`config.mk`:
```
export PLATFORM = sky130hd
export DESIGN_NAME = bcd_updown_counter
export DESIGN_NICKNAME = d
export VERILOG_FILES = /design/src/rtl/bcd_updown_counter.sv
export SDC_FILE = /design/constraint.sdc
export NUM_CORES = 1
export LEC_CHECK = 0
export CAP_MARGIN = 10
export CORE_MARGIN = 2
export CORE_UTILIZATION = 51
export DETAILED_ROUTE_END_ITERATION = 6
export PLACE_DENSITY = 0.81
export SETUP_SLACK_MARGIN = 0.3
export SKIP_CTS_REPAIR_TIMING = 1
export SYNTH_ARGS = -nofsm -noshare
export SYNTH_HDL_FRONTEND = slang
export SYNTH_SLANG_ARGS = --single-unit
```
`constraint.sdc`:
```
create_clock -name clk -period 2.7 [get_ports clk]
set_input_delay 0.27 -clock clk [delete_from_list [all_inputs] [get_ports clk]]
set_output_delay 0.27 -clock clk [all_outputs]
set_load 0.02 [all_outputs]
```
`src/rtl/bcd_updown_counter.sv`:
```
// ---------------------------------------------------------------------------
// bcd_updown_counter
//
// Multi-digit synchronous BCD up/down counter with synchronous parallel load.
// Digit 0 is the least significant decade and sits in q[3:0]. Carry and
// borrow resolve across every digit in a single cycle.
//
// Build option:
//   BCD_SATURATE_EN  when defined, counting holds at 99..9 (up) or 00..0
//                    (down) instead of wrapping; wrap then pulses on each
//                    blocked step.
//
// Parameters:
//   DIGITS    number of BCD digits (1..8)
//
// Ports:
//   clk       rising-edge clock
//   reset     synchronous, active-high; clears q, wrap and load_err
//   en        count enable, one step per cycle while high
//   up        direction, 1 = increment, 0 = decrement
//   load      parallel load request (overrides en)
//   load_val  value to load, one BCD digit per nibble
//   q         current count (the state register itself)
//   tc        terminal count, combinational from q and up
//   wrap      one-cycle pulse after a wrapping (or saturated) step
//   load_err  one-cycle pulse after a load that contained a nibble > 9
// ---------------------------------------------------------------------------
module bcd_updown_counter #(
  parameter int DIGITS = 4
) (
  input  logic                  clk,
  input  logic                  reset,
  input  logic                  en,
  input  logic                  up,
  input  logic                  load,
  input  logic [4*DIGITS-1:0]   load_val,
  output logic [4*DIGITS-1:0]   q,
  output logic                  tc,
  output logic                  wrap,
  output logic                  load_err
);

  logic [4*DIGITS-1:0] count_next;
  logic [4*DIGITS-1:0] load_clean;
  logic                load_bad;
  logic                all_nine;
  logic                all_zero;
  logic                carry;
  logic [3:0]          digit;

  // Terminal count: the next step in the current direction would wrap.
  always_comb begin
    all_nine = 1'b1;
    all_zero = 1'b1;
    for (int i = 0; i < DIGITS; i++) begin
      if (q[4*i +: 4] != 4'd9) all_nine = 1'b0;
      if (q[4*i +: 4] != 4'd0) all_zero = 1'b0;
    end
    tc = up ? all_nine : all_zero;
  end

  // Single-cycle carry/borrow chain: a digit steps only while every lower
  // digit has rolled over. Out-of-range digits (only reachable without a
  // reset) are folded back into 0..9 rather than propagated.
  always_comb begin
    count_next = q;
    carry      = 1'b1;
    digit      = 4'd0;
    for (int i = 0; i < DIGITS; i++) begin
      digit = q[4*i +: 4];
      if (carry) begin
        if (up) begin
          if (digit >= 4'd9) begin
            count_next[4*i +: 4] = 4'd0;
          end else begin
            count_next[4*i +: 4] = digit + 4'd1;
            carry = 1'b0;
          end
        end else begin
          if (digit == 4'd0) begin
            count_next[4*i +: 4] = 4'd9;
          end else if (digit > 4'd9) begin
            count_next[4*i +: 4] = 4'd9;
            carry = 1'b0;
          end else begin
            count_next[4*i +: 4] = digit - 4'd1;
            carry = 1'b0;
          end
        end
      end
    end
  end

  // Load sanitising: illegal nibbles become 0 and raise load_err.
  always_comb begin
    load_clean = load_val;
    load_bad   = 1'b0;
    for (int i = 0; i < DIGITS; i++) begin
      if (load_val[4*i +: 4] > 4'd9) begin
        load_clean[4*i +: 4] = 4'd0;
        load_bad = 1'b1;
      end
    end
  end

  // State register; priority reset > load > en. The pulses default to 0 so
  // they only ever last the single cycle following their cause.
  always_ff @(posedge clk) begin
    if (reset) begin
      q        <= '0;
      wrap     <= 1'b0;
      load_err <= 1'b0;
    end else if (load) begin
      q        <= load_clean;
      wrap     <= 1'b0;
      load_err <= load_bad;
    end else if (en) begin
      wrap     <= tc;
      load_err <= 1'b0;
`ifdef BCD_SATURATE_EN
      if (!tc) q <= count_next;
`else
      q <= count_next;
`endif
    end else begin
      wrap     <= 1'b0;
      load_err <= 1'b0;
    end
  end

endmodule

```
==> flow_summary.ini <==
[run_status]
status = completed

[drt]
drc = 0
wl_met3_um = 326
vias_per_cell = 6.38
drt-met1-wl_mm = 2.39
wl_met2_mm = 2.55
wl_mm = 5.33
top_layer = met4
wl_per_cell_um = 16.1
detailedRoute.firstIterationViolations = 212
postRouteAntennaNets = 0
dr.pass1.iters = 5
vias = 2104

[power]
p_clk_share_pct = 25.9
peakVddDrop_mv = 0.181
finalPower_mw = 0.901
switching_share_pct = 35.9
p_int_mw = 0.578
p_per_area_nw_per_um2 = 376
power_leakage_nw = 0.887
p_switching_mw = 0.323
comb_power_share_pct = 39.8
p_seq_share_pct = 34.3

[worst_setup_path]
path_buf_inv = 2
reg2reg_from = q[0]$_SDFFE_PP0P_
critPathLaunch = q[8]$_SDFFE_PP0P_
required_ps = 2430
worst_path_max_delay_cell = dfxtp_1
cp_top_family = simple AND/OR/NAND/NOR gates
start_kind = flop
worstPathArrival_ps = 2010
critPathMaxStageDelay_ps = 390
endpoint_kind = output pin
path_class = flop to output pin
path_cells = inv_1 > ha_1 > nor4b_2 > a31oi_1 > nor4_1 > dlymetal6s2s_1
cp_max_fo = 8

[synth]
yosysTopAreaCell = dfxtp_1
synth_top_area_share_pct = 18.9
netlist_top_cells_count = dfxtp_1, inv_1, o21ai_0, a21oi_1
syn_avg_cell_area_um2 = 7.72
yosys_warnings = 0
synth_ff_type = dfxtp_1
syn_nets = 283
yosysSeqAreaShare_pct = 18.9
syn_inst = 247
synthTopCellsByArea = dfxtp_1, ha_1, o21ai_0
ys_seq_elements = 18
synthesis.area_um2 = 1910
synth_edf_count = 0
ys_async_sr_fraction_pct = 0
ys_types = 53

[clock_network]
clock_path_buffers = 2
cts_max_level = 1
clkTransAtPathRegs_ps = 80
clk_latency_ps = 260
cts_buffers = 3
clkSinkCount = 18
cts_tree = yes
cts_root_buf = clkbuf_8

[timing]
finalClockSkew_ps = 7.11
slew_violations = 0
max_clock_freq_ghz = 0.438
rsz0062_at_grt = no
tightest_slew_ps = 467
hold_viol_final = 0
finalCriticalPeriod_ps = 2280
holdWs_ps = 580
post-route-period-util_pct = 84.6
setup_viol = 0
slew_headroom_pct = 68.5

[die]
dieArea_um2 = 4240
num_rows = 22
start_util_pct = 52.5
die_x_um = 65.1
die_h_um = 65.1
core_um2 = 3630
io-pin-count = 40

[global_route]
grt_pass1_vias = 1799
overflow = 0
grt_usage_pct = 25.6
grt_first_pass_wirelength_mm = 8.64
grt_antenna_before_repair = 0
grt_max_degree = 25

[place]
io_buffers = 39
hpwl_mm = 3.93
gp_congestion = 0.916

[layout]
diodes = 0
nFillCells = 318
area_delta_synth_final_pct = 25.6
nets = 319
drive_gt1_share_pct = 8.87

[worst_hold_path]
hp-class = primary input to flop
min_from = load_val[12]

[run]
cap_violations = 0
[final timing paths]
check | endpoint | slack (ps) | cells after the start
min | q[12]$_SDFFE_PP0P_ | 580 | 3
max | tc | 420 | 6
max reg2reg | q[13]$_SDFFE_PP0P_ | 450 | 7
min reg2reg | q[9]$_SDFFE_PP0P_ | 600 | 2
[layer usage]
metal  global-route usage, %  vias up
met5                       0        -
met4                    5.99        0
met3                    2.05       12
met2                    42.7      115
met1                    36.1      964
li1                        -     1013
[tightest hold or removal path, stage by stage]
cell and delay, ps:
clkdlybuf4s50_1 400, nand3_1 80, a221oi_2 50
[cells by family (layout without fill, tap and decap cells)]
kind of cell,Yosys count,after routing,share of synthesized area (%)
compound gates,88,88,33.6
fa+ha+maj,15,15,9.84
buf+inv,37,72,8.86
flops,18,18,18.9
mux,3,3,1.57
simple gates,86,86,27.2
[layout by cell type (no fill, tap or decap), types with 6 or more instances in the layout]
master,count
nand3_1,6
dfxtp_1,18
inv_1,18
a31oi_1,9
ha_1,15
nor4_1,6
buf_4,9
nor2_1,11
nor3_1,6
nand2b_1,6
clkdlybuf4s50_1,38
nor3b_1,9
a21oi_1,17
o21ai_0,18
nand2_1,15
[metrics by stage]
stage / instances / cell area, um2 / setup slack (ps) / setup TNS [ps] / utilization [%]
global route: 330 / 2390 / 298 / 0 / 65.9
finish: 330 / 2390 / 416 / 0 / 65.9
floorplan: 247 / 1910 / 580 / 0 / -
detailed placement: 326 / 2330 / 197 / 0 / 64.2
CTS: 330 / 2390 / -95.7 / -95.7 / 65.7
global placement: 326 / 2330 / 183 / 0 / 64.2
[power groups by stage]
stage                     logic, mW  clock network (mW)  registers (mW)
after floorplan               0.225                   0           0.323
after global placement        0.345                   0           0.313
after detailed placement      0.350                   0           0.314
after CTS                     0.353               0.234           0.308
after global routing          0.389               0.245           0.312
final                         0.358               0.234           0.309
[layout make-up]
cell class              count  area (um2)  area share [%]
well taps                  48        60.1            2.51
clock buffers               4        55.1            2.30
multi-input cells         192        1380            57.8
flip-flops and latches     18         360            15.0
repair buffers             48         460            19.2
inverters                  20        75.1            3.13
[registers in the layout, summed over array words and instances (netlist names)]
signal and flops:
q 16, load_err 1, wrap 1
No activity file was read; power rests on OpenSTA's default activity.
